`config.mk`:
```
export PLATFORM = sky130hd
export DESIGN_NAME = tft_spi_tx
export DESIGN_NICKNAME = d
export VERILOG_FILES = /design/src/rtl/tft_spi_tx.sv
export SDC_FILE = /design/constraint.sdc
export NUM_CORES = 1
export LEC_CHECK = 0
export ABC_CLOCK_PERIOD_IN_PS = 2400
export BUFFER_PORTS_ARGS = -buffer_cell sky130_fd_sc_hd__buf_2
export CORE_MARGIN = 2
export CORE_UTILIZATION = 30
export DETAILED_ROUTE_END_ITERATION = 10
export GPL_TIMING_DRIVEN = 1
export PLACE_DENSITY = 0.58
export RECOVER_POWER = 25
export SLEW_MARGIN = 25
export SYNTH_ARGS = -nofsm -noshare
export SYNTH_HDL_FRONTEND = slang
export SYNTH_SLANG_ARGS = --single-unit
```
`constraint.sdc`:
```
create_clock -name clk -period 2.4 [get_ports clk]
set_input_delay 0.72 -clock clk [delete_from_list [all_inputs] [get_ports clk]]
set_output_delay 0.72 -clock clk [all_outputs]
set_load 0.005 [all_outputs]
```
`src/rtl/tft_spi_tx.sv`:
```
// Byte-level SPI (mode 0, MSB first) transmitter for the TFT panel.
// Accepts one command/data byte per tft_transmit strobe. Chip-select stays
// low across back-to-back bytes and is released after CS_HOLD idle cycles.
module tft_spi_tx #(
    parameter int CLK_DIV = 2,   // clk cycles per SCK half-period, 1..255
    parameter int CS_HOLD = 4    // idle cycles before CS release, 0 = immediate
) (
    input  logic       clk,
    input  logic       rst,          // asynchronous, active low
    input  logic       tft_transmit,
    input  logic       tft_dc,
    input  logic [7:0] tft_data,
    output logic       tft_busy,
    output logic       spi_sck,
    output logic       spi_mosi,
    output logic       spi_cs_n,
    output logic       spi_dc
);

    typedef enum logic [1:0] {IDLE, SHIFT, HOLD} state_t;

    // A zero-width counter is illegal, so the hold counter keeps at least one bit.
    localparam int                HOLD_W    = (CS_HOLD > 0) ? $clog2(CS_HOLD + 1) : 1;
    localparam logic [7:0]        DIV_LAST  = 8'(CLK_DIV - 1);
    localparam logic [HOLD_W-1:0] HOLD_LAST = HOLD_W'((CS_HOLD > 0) ? CS_HOLD - 1 : 0);
    localparam logic [4:0]        HALF_LAST = 5'd15;

    state_t            state, state_d;
    // Bit 7 goes straight onto MOSI at accept, so only the remaining seven
    // bits need to be queued.
    logic [6:0]        shift_reg, shift_d;
    logic [7:0]        div_cnt, div_d;
    logic [4:0]        half_cnt, half_d;
    logic [HOLD_W-1:0] hold_cnt, hold_d;
    logic              busy_r, busy_d;
    logic              sck_d, mosi_d, cs_n_d, dc_d;
    logic              accept;

    // The OR with the strobe lets the requester see busy on the edge right
    // after its pulse, before busy_r has had a chance to rise.
    assign tft_busy = busy_r | tft_transmit;

    // busy_r is only ever high in SHIFT, so IDLE and HOLD are the accepting states.
    assign accept = tft_transmit && (state != SHIFT);

    // Next-state and next-output logic for the whole transmitter.
    always_comb begin
        // NOTE: every signal gets its hold value first, so no path through the
        // case statement leaves one unassigned and infers a latch.
        state_d = state;
        shift_d = shift_reg;
        div_d   = div_cnt;
        half_d  = half_cnt;
        hold_d  = hold_cnt;
        busy_d  = busy_r;
        sck_d   = spi_sck;
        mosi_d  = spi_mosi;
        cs_n_d  = spi_cs_n;
        dc_d    = spi_dc;

        unique case (state)
            SHIFT: begin
                if (div_cnt == DIV_LAST) begin
                    div_d  = '0;
                    sck_d  = ~spi_sck;
                    half_d = half_cnt + 5'd1;
                    if (half_cnt == HALF_LAST) begin
                        // SCK has just fallen after bit 0: the byte is done.
                        busy_d = 1'b0;
                        mosi_d = 1'b0;
                        hold_d = '0;
                        if (CS_HOLD > 0) begin
                            state_d = HOLD;
                        end else begin
                            cs_n_d  = 1'b1;
                            state_d = IDLE;
                        end
                    end else if (half_cnt[0]) begin
                        // Falling SCK: present the next bit for the following rise.
                        mosi_d  = shift_reg[6];
                        shift_d = {shift_reg[5:0], 1'b0};
                    end
                end else begin
                    div_d = div_cnt + 8'd1;
                end
            end
            HOLD: begin
                if (hold_cnt == HOLD_LAST) begin
                    cs_n_d  = 1'b1;
                    state_d = IDLE;
                end else begin
                    hold_d = hold_cnt + 1'b1;
                end
            end
            default: begin
            end
        endcase

        // A new byte overrides everything above, including a hold expiring
        // on this same edge, so CS never blips high between bytes.
        if (accept) begin
            shift_d = tft_data[6:0];
            dc_d    = tft_dc;
            cs_n_d  = 1'b0;
            mosi_d  = tft_data[7];
            sck_d   = 1'b0;
            div_d   = '0;
            half_d  = '0;
            busy_d  = 1'b1;
            state_d = SHIFT;
        end
    end

    // State, counter and pin registers; reset aborts any byte in flight.
    always_ff @(posedge clk or negedge rst) begin
        if (!rst) begin
            state     <= IDLE;
            shift_reg <= '0;
            div_cnt   <= '0;
            half_cnt  <= '0;
            hold_cnt  <= '0;
            busy_r    <= 1'b0;
            spi_sck   <= 1'b0;
            spi_mosi  <= 1'b0;
            spi_cs_n  <= 1'b1;
            spi_dc    <= 1'b0;
        end else begin
            // NOTE: non-blocking assignments so every register updates from
            // the pre-edge values, independent of statement order.
            state     <= state_d;
            shift_reg <= shift_d;
            div_cnt   <= div_d;
            half_cnt  <= half_d;
            hold_cnt  <= hold_d;
            busy_r    <= busy_d;
            spi_sck   <= sck_d;
            spi_mosi  <= mosi_d;
            spi_cs_n  <= cs_n_d;
            spi_dc    <= dc_d;
        end
    end

endmodule

```
==> flow_summary_export.csv, run 1 <==
group,metric,value,unit
run_status,outcome,"complete, but fails checks",
run_status,violations,"max-capacitance violations, max-slew violations",
clock_network,clk_latency,290,ps
sta,max_slew_margin,-0.08345,
final_layout,final_cell_mix,"29 x dfrtp_1, 16 x nand2_1, 15 x buf_2",
place,io_buffers,16,
place,gp_congestion,0.7858,
sta,setup_ws,410.5,ps
clock_network,cts.repair.resized,0,
clock_network,cts.sink_count,30,
drt,antenna_left,0,
logic_synthesis,ys_top_cells_by_area,"dfrtp_1 48%, ha_1 5.8%, mux2i_1 4.6%, o21ai_0 4.3%, nand2_1 4.0%",
sta,hold_viol,0,
logic_synthesis,yosysWarningCount,0,
final_layout,nets,196,
drt,num_vias,1151,
clock_network,htree_levels,2,
grt,grt_pass1_wl,5306,µm
drt,drtIter0Drc,41,
clock_network,cts_tree,"built",
power_and_ir_drop,p_clk_frac,0.278,
sta,rsz0062_at_grt,"false",
job,cap_violations,1,
power_and_ir_drop,peakVddDrop,0.0003890,V
power_and_ir_drop,p_leak,0.8682,nW
logic_synthesis,syn-mean-instance-area,9.659,µm²
die,fp.dieArea,5639,µm²
drt,wl_per_cell,11.87,µm
logic_synthesis,netlist_area,1516,µm²
clock_network,clk_pin_slew,60,ps
grt,overflow,0,
power_and_ir_drop,p_int,0.001179,W
place,pre_cts_slack,407.4,ps
clock_network,numCtsBuffers,5,
logic_synthesis,yosysSeqAreaShare,0.4959,
drt,drc,0,
final_layout,drive_gt1_frac,0.1798,
die,row_count,25,
drt,wl,2908,µm
sta,worst_pin_slew,1625,ps
grt,grt_pass1_vias,1156,
power_and_ir_drop,p_sw,0.0005638,W
logic_synthesis,synth_top_area_share,0.4785,
die,die_y,75.10,µm
drt,via_per_inst,4.698,
logic_synthesis,synth_area_leader_cell,"dfrtp_1",
final_layout,n_antenna_cell,0,
sta,finalSetupTns,0,ps
power_and_ir_drop,netSwitchingFraction,0.3235,
grt,antenna_found_initial,0,
setup_path,worstSetupPathType,"in -> out",
die,die_w,75.10,µm
clock_network,ctsLongestPathBuffers,2,
final_layout,largest_reg_flops,8,
clock_network,cts-root-buf,"clkbuf_8",
setup_path,crit_arrival,1270,ps
worst_hold_path,worstHoldPathType,"reg -> reg",
setup_path,end_kind,"output port",
drt,drt_pass1_iterations,4,
sta,drv_slew,31,
clock_network,ctsHoldBuffers,0,
logic_synthesis,syn_inst,157,
final_layout,final_common_cell,"dfrtp_1",
logic_synthesis,synthesis.nets,176,
die,ios,17,
place,dpl.hpwl,2027,µm
grt,grtUsageTotal,0.1263,
sta,finClkSkew,4.097,ps
setup_path,cp_max_fo,8,
logic_synthesis,async_flop_share,1.000,
sta,setup_violations,0,
power_and_ir_drop,comb_power_share,0.239,
grt,grt_max_degree,31,
logic_synthesis,synth-edff-count,0,
sta,min_period,1989,ps
power_and_ir_drop,powerDensity,974.6,nW/µm²
final_layout,area_delta_synth_final,17.90,%
die,fp.coreArea,4786,µm²
logic_synthesis,synth_ff_type,"dfrtp_1",
sta,clock.fmax,502.6,MHz
setup_path,cp-start-kind,"input port",
setup_path,required,1680,ps
logic_synthesis,synth_seq_cells,30,
power_and_ir_drop,pwr-share-seq,0.483,
logic_synthesis,ys_types,34,
clock_network,post_cts_buffers,0,
sta,period_share,0.8289,
die,initial_core_util,0.3169,
==> routing by layer <==
metal,part of all wire,vias to the layer above,global-route usage,wire (µm)
met3,0.044,7,0.03614,128
met5,0,-,0,0
li1,-,591,-,-
met1,0.51,535,0.1683,1470
met4,0.022,0,0.06548,65
met2,0.43,18,0.1862,1243
==> Yosys cell counts, drive strengths merged (2+ instances only) <==
| cell | instances |
|---|---|
| inv | 8 |
| nand3 | 10 |
| nand2b | 3 |
| clkbuf | 5 |
| nor2 | 13 |
| mux2i | 7 |
| a21oi | 11 |
| or3 | 2 |
| nand4 | 6 |
| and2 | 2 |
| nand2 | 16 |
| o21ai | 13 |
| nor2b | 2 |
| ha | 7 |
| dfrtp | 29 |
| nor3b | 2 |
| xor2 | 2 |
| a31oi | 7 |
==> critical path, stage by stage <==
cell	delay [ps]
buf_2	140
or2_2	290
buf_2	130
==> metrics by stage <==
stage | util | hold WS (ps) | cell area [µm²] | instances | total power, W
global placement | 0.3509 | 458.4 | 1679 | 237 | 0.001258
global route | 0.3736 | 519.4 | 1788 | 245 | 0.001876
CTS | 0.3739 | 484.6 | 1789 | 245 | 0.001772
detailed placement | 0.3509 | 467.4 | 1679 | 237 | 0.001272
finish | 0.3736 | 481.9 | 1788 | 245 | 0.001743
floorplan | - | 424.4 | 1516 | 157 | 0.001150
==> final cells by class <==
cell class              count  area (µm²)
repair buffers             19       101.3
multi-input cells         113       710.7
fillers                   484        2998
flip-flops and latches     30       752.0
well taps                  67       83.83
clock buffers               8       110.1
inverters                   8       30.03
==> worst paths after layout <==
path	from	endpoint	slack, ps	cells after the start
hold reg to reg	spi_dc	spi_dc	480	2
hold / removal	spi_dc	spi_dc	480	2
min in group asynchronous	rst	shift_reg[1]	840	1
max in group asynchronous	rst	hold_cnt[2]	620	1
setup reg to reg	half_cnt[0]	shift_reg[2]	450	7
setup / recovery	tft_transmit	tft_busy	410	3
==> cells by family after synthesis <==
logic type	after synthesis	synth area share
AO/OA/AOI/OAI	36	0.1361
XOR/XNOR	2	0.01155
adder cells (fa/ha/maj)	7	0.05775
buffers and inverters	14	0.03547
flip-flops	30	0.4959
multiplexers	7	0.04621
AND/OR/NAND/NOR	61	0.2170
==> power groups by stage <==
stage	clock network [W]	registers, W	logic (W)
floorplan	0	0.000800	0.000350
global placement	0	0.000846	0.000412
detailed placement	0	0.000853	0.000420
CTS	0.000505	0.000844	0.000423
global route	0.000523	0.000868	0.000485
finish	0.000485	0.000842	0.000416
No activity file was read; power rests on OpenSTA's default activity.
==> inputs of run 2 (changes only) <==
--- a/config.mk
+++ b/config.mk
@@ -5,7 +5,7 @@
 export SDC_FILE = /design/constraint.sdc
 export NUM_CORES = 1
 export LEC_CHECK = 0
-export ABC_CLOCK_PERIOD_IN_PS = 2400
+export ABC_CLOCK_PERIOD_IN_PS = 1900
 export BUFFER_PORTS_ARGS = -buffer_cell sky130_fd_sc_hd__buf_2
 export CORE_MARGIN = 2
 export CORE_UTILIZATION = 30
==> constraint.sdc (replaced) <==
create_clock -name clk -period 1.9 [get_ports clk]
set_input_delay 0.57 -clock clk [delete_from_list [all_inputs] [get_ports clk]]
set_output_delay 0.57 -clock clk [all_outputs]
set_load 0.005 [all_outputs]
==> flow_summary_export.csv, run 2 (synthesized netlist as in run 1, its figures left out) <==
group,metric,value,unit
clock_network,cts.sink_count,30,
die,ios,17,
clock_network,cts-root-buf,"clkbuf_8",
sta,finClkSkew,4.324,ps
final_layout,layout.cells.non_filler,248,
setup_path,crit_arrival,1910,ps
drt,drc,0,
power_and_ir_drop,p_sw,0.0007172,W
sta,finalSetupTns,0,ps
final_layout,area_delta_synth_final,19.39,%
die,row_count,25,
setup_path,required,2030,ps
clock_network,htree_levels,2,
place,dpl.hpwl,2092,µm
sta,min_period,1775,ps
grt,antenna_found_initial,0,
final_layout,drive_gt1_frac,0.1934,
place,gp_congestion,0.7301,
power_and_ir_drop,comb_power_share,0.271,
job,cap_violations,0,
sta,rsz0062_at_grt,"false",
setup_path,cp-start-kind,"flop",
clock_network,clk_pin_slew,60,ps
clock_network,ctsLongestPathBuffers,2,
grt,grt_max_degree,19,
clock_network,clk_latency,270,ps
grt,busiest_layer,"met2",
place,io_buffers,16,
clock_network,ctsHoldBuffers,0,
power_and_ir_drop,p_leak,0.8761,nW
place,dp_cells,240,
setup_path,r2r_start,"half_cnt[1]",
sta,period_share,0.9342,
drt,via_per_inst,4.585,
final_layout,fin_util,0.3783,
grt,grtUsageTotal,0.1301,
final_layout,fin_area,1810,µm²
sta,clock.fmax,563.4,MHz
worst_hold_path,worstHoldPathType,"in -> async",
grt,grt_pass1_wl,5471,µm
sta,max_slew_margin,0.4678,
grt,use_met2,0.1881,
clock_network,numCtsBuffers,5,
die,die_y,75.10,µm
sta,drv_slew,0,
place,place_area,1714,µm²
die,initial_core_util,0.3169,
final_layout,largest_reg_flops,8,
grt,overflow,0,
die,fp.coreArea,4786,µm²
drt,drt_pass1_iterations,4,
power_and_ir_drop,powerDensity,1194,nW/µm²
run_status,outcome,"finished, final reports clean",
final_layout,final_common_cell,"dfrtp_1",
setup_path,end_kind,"flop",
setup_path,worstRegToRegCells,7,
final_layout,nets,199,
sta,setup_violations,0,
power_and_ir_drop,pwr-share-seq,0.491,
power_and_ir_drop,netSwitchingFraction,0.3318,
die,die_w,75.10,µm
final_layout,final_cell_mix,"29 x dfrtp_1, 16 x nand2_1, 15 x buf_2",
clock_network,cts_tree,"built",
drt,wl,2993,µm
die,fp.dieArea,5639,µm²
grt,grt_pass1_vias,1134,
drt,wl_per_cell,12.07,µm
grt,grtUsageMet1,0.1832,
power_and_ir_drop,p_clk_frac,0.238,
setup_path,worstSetupPathType,"reg -> reg",
sta,hold_viol,0,
drt,drtIter0Drc,67,
sta,worst_pin_slew,798.3,ps
power_and_ir_drop,peakVddDrop,0.0004055,V
setup_path,cp_max_fo,7,
final_layout,n_antenna_cell,0,
drt,antenna_left,0,
grt,use_met3,0.04819,
drt,num_vias,1137,
setup_path,cp-startpoint,"half_cnt[1]",
power_and_ir_drop,p_int,0.001444,W
[run 2: metrics by stage]
stage / power [W] / worst slack, ps / hold WS [ps]
after global routing: 0.002351 / 4.431 / 423.1
after CTS: 0.002188 / 32.72 / 216.0
after floorplan: 0.001453 / 121.6 / 274.4
after global placement: 0.001627 / 59.37 / 458.6
after detailed placement: 0.001647 / -3.618 / 457.5
final: 0.002162 / 125.0 / 355.8
[run 2: worst max-delay path, stage by stage, from the launching register on]
cell and delay (ps):
dfrtp_1 410, ha_2 190, and3_1 190, ha_1 200, nor2b_2 160, nand4_4 180, mux2i_1 220, a21oi_1 80
[run 2: timing repair]
action	4_1_cts	5_1_grt
pin swaps	0	2
buffers inserted	0	0
gates resized for setup	1	2
cloned	0	0
endpoints found under the setup margin	4	7
[run 2: layout make-up]
type	count	area (µm²)
inverters	8	30.03
multi-input cells	113	724.4
repair buffers	22	128.9
clock inverters	1	5.005
flip-flops and latches	30	752.0
fillers	489	2975
clock buffers	7	86.33
well taps	67	83.83
[run 2: path summary, 6_finish.rpt]
path	slack (ps)	to
worst min register to register	480	spi_dc
worst max register to register	120	shift_reg[1]
max in group asynchronous	360	busy_r
min in group clk	480	spi_dc
worst max-delay path	120	shift_reg[1]
worst min-delay path	360	shift_reg[3]
[run 2: metal layers]
layer | part of all wire | routed length (µm)
met1 | 0.52 | 1550
met2 | 0.43 | 1290
met3 | 0.044 | 131
met4 | 0.0070 | 21
met5 | 0 | 0
[run 2: power by group through the flow]
stage	Combinational, W	Clock (W)	Sequential (W)
finish	0.000586	0.000514	0.00106
floorplan	0.000443	0	0.00101
global route	0.000683	0.000568	0.00110
global placement	0.000562	0	0.00106
detailed placement	0.000578	0	0.00107
CTS	0.000592	0.000535	0.00106
==> inputs of run 3 (changes only) <==
==> config.mk (replaced) <==
export PLATFORM = sky130hd
export DESIGN_NAME = tft_spi_tx
export DESIGN_NICKNAME = d
export VERILOG_FILES = /design/src/rtl/tft_spi_tx.sv
export SDC_FILE = /design/constraint.sdc
export NUM_CORES = 1
export LEC_CHECK = 0
export ABC_CLOCK_PERIOD_IN_PS = 1900
export CORE_ASPECT_RATIO = 1.5
export CORE_MARGIN = 2
export CORE_UTILIZATION = 30
export DETAILED_ROUTE_END_ITERATION = 10
export DONT_BUFFER_PORTS = 1
export GPL_TIMING_DRIVEN = 1
export PLACE_DENSITY = 0.56
export RECOVER_POWER = 25
export SLEW_MARGIN = 5
export SYNTH_ARGS = -nofsm -noshare
export SYNTH_HDL_FRONTEND = slang
export SYNTH_SLANG_ARGS = --single-unit
==> flow_summary_export.csv, run 3 (synthesized netlist as in run 1, its figures left out) <==
group,metric,value,unit
drt,via_per_inst,4.983,
setup_path,worstRegToRegCells,7,
final_layout,layout.cells.non_filler,232,
final_layout,fin_util,0.3574,
clock_network,clk_pin_slew,60,ps
clock_network,ctsLongestPathBuffers,2,
clock_network,cts_tree,"built",
die,die_w,62.05,µm
die,row_count,31,
setup_path,crit_chain,"ha_1 > and3_1 > ha_1 > nor2b_2 > nand4_4 > mux2i_1 > a21oi_1",
final_layout,final_cell_mix,"29 x dfrtp_1, 16 x nand2_1, 13 x nor2_1, 13 x o21ai_0",
worst_hold_path,worstHoldPathType,"in -> async",
die,die_y,91.08,µm
drt,num_vias,1156,
power_and_ir_drop,powerDensity,1259,nW/µm²
power_and_ir_drop,peakVddDrop,0.0005458,V
sta,clock.fmax,561.9,MHz
setup_path,path_buf_inv,0,
setup_path,slowest_delay,390,ps
sta,finClkSkew,4.039,ps
sta,whs,131.5,ps
drt,drtIter0Drc,35,
job,cap_violations,1,
run_status,violations,"max-capacitance violations, max-slew violations",
sta,setup_violations,0,
drt,wl_per_cell,13.42,µm
place,io_buffers,0,
final_layout,nets,184,
setup_path,cp-start-kind,"flop",
place,dpl.hpwl,2272,µm
final_layout,largest_reg_flops,8,
setup_path,required,2040,ps
final_layout,final_common_cell,"dfrtp_1",
sta,min_period,1780,ps
sta,max_slew_margin,-0.006892,
die,fp.coreArea,4848,µm²
place,dp_cells,223,
final_layout,fill_cells,491,
drt,wl,3113,µm
clock_network,clk_latency,280,ps
final_layout,n_antenna_cell,0,
die,ios,17,
grt,grt_max_degree,30,
clock_network,cts-root-buf,"clkbuf_8",
grt,grt_pass1_wl,5595,µm
power_and_ir_drop,p_leak,0.8172,nW
setup_path,r2r_end,"shift_reg[3]",
final_layout,drive_gt1_frac,0.1205,
grt,antenna_found_initial,0,
drt,drc,0,
place,gp_congestion,0.8097,
sta,worst_pin_slew,1510,ps
run_status,outcome,"complete, but fails checks",
final_layout,register_area,752.0,µm²
final_layout,multi_input_area,728.2,µm²
setup_path,cp_top_family,"simple AND/OR/NAND/NOR gates",
clock_network,numCtsBuffers,5,
die,initial_core_util,0.3128,
setup_path,end_kind,"flop",
final_layout,area_delta_synth_final,14.27,%
sta,rsz0062_at_grt,"false",
setup_path,r2r_start,"half_cnt[1]",
setup_path,reg2reg_setup_slack,120,ps
sta,period_share,0.9367,
setup_path,path_common_cell,"ha_1",
clock_network,cts.sink_count,30,
setup_path,crit_arrival,1920,ps
drt,drt_pass1_iterations,4,
setup_path,cp_max_fo,7,
clock_network,htree_levels,2,
grt,grt_pass1_vias,1249,
clock_network,post_cts_buffers,0,
grt,grtUsageTotal,0.1323,
setup_path,worstSetupPathType,"reg -> reg",
sta,hold_viol,0,
drt,antenna_left,0,
sta,drv_slew,30,
grt,overflow,0,
setup_path,cp_slowest_cell,"dfrtp_1",
sta,finalSetupTns,0,ps
die,fp.dieArea,5651,µm²
run 3: changes by cell type in the layout (fill, tap and decap cells not counted), sizes merged:
cell          change
buf              -14
dlymetal6s2s      -1
run 3: timing repair:
item                                    in CTS  in global routing
endpoints found under the setup margin       1                 10
endpoints found under the hold margin       29                  0
pin swaps                                    0                  1
hold buffers                                 1                  0
gates resized for setup                      1                  2
gates cloned                                 0                  0
run 3: how the worst max path moves through the flow:
stage                startpoint            to  slack, ps  cells after the start
global route        half_cnt[1]  shift_reg[3]          8                      7
finish              half_cnt[1]  shift_reg[3]        120                      7
detailed placement  half_cnt[1]  shift_reg[3]         20                      7
floorplan           half_cnt[0]  shift_reg[1]        120                      7
CTS                 half_cnt[1]  shift_reg[3]         40                      7
global placement    half_cnt[1]  shift_reg[3]         70                      7
run 3: area by class of cell:
class                   count  share of cell area
clock buffers               7             0.04982
clock inverters             1            0.002888
inverters                   8             0.01733
multi-input cells         113              0.4202
flip-flops and latches     30              0.4339
well taps                  66             0.04765
repair buffers              7             0.02816
run 3: layer usage:
metal / routed length, µm / vias to the layer above / track usage
met4: 72 / 0 / 0.05674
met2: 1670 / 16 / 0.2179
met5: 0 / - / 0
met1: 1265 / 564 / 0.1496
met3: 104 / 8 / 0.04274
li1: - / 568 / -
run 3: stage by stage:
stage,worst slack [ps],total power (W),instance area (µm²)
floorplan,121.6,0.001453,1516
detailed placement,16.27,0.001637,1620
CTS,37.51,0.002196,1740
global placement,67.87,0.001594,1620
global route,7.595,0.002374,1733
finish,120.2,0.002181,1733
run 3: report_power, final:
part	total [W]	internal [W]	switching, W
Clock	0.000522	0.000292	0.000231
Sequential	0.00106	0.000854	0.000203
Combinational	0.000602	0.000303	0.000299
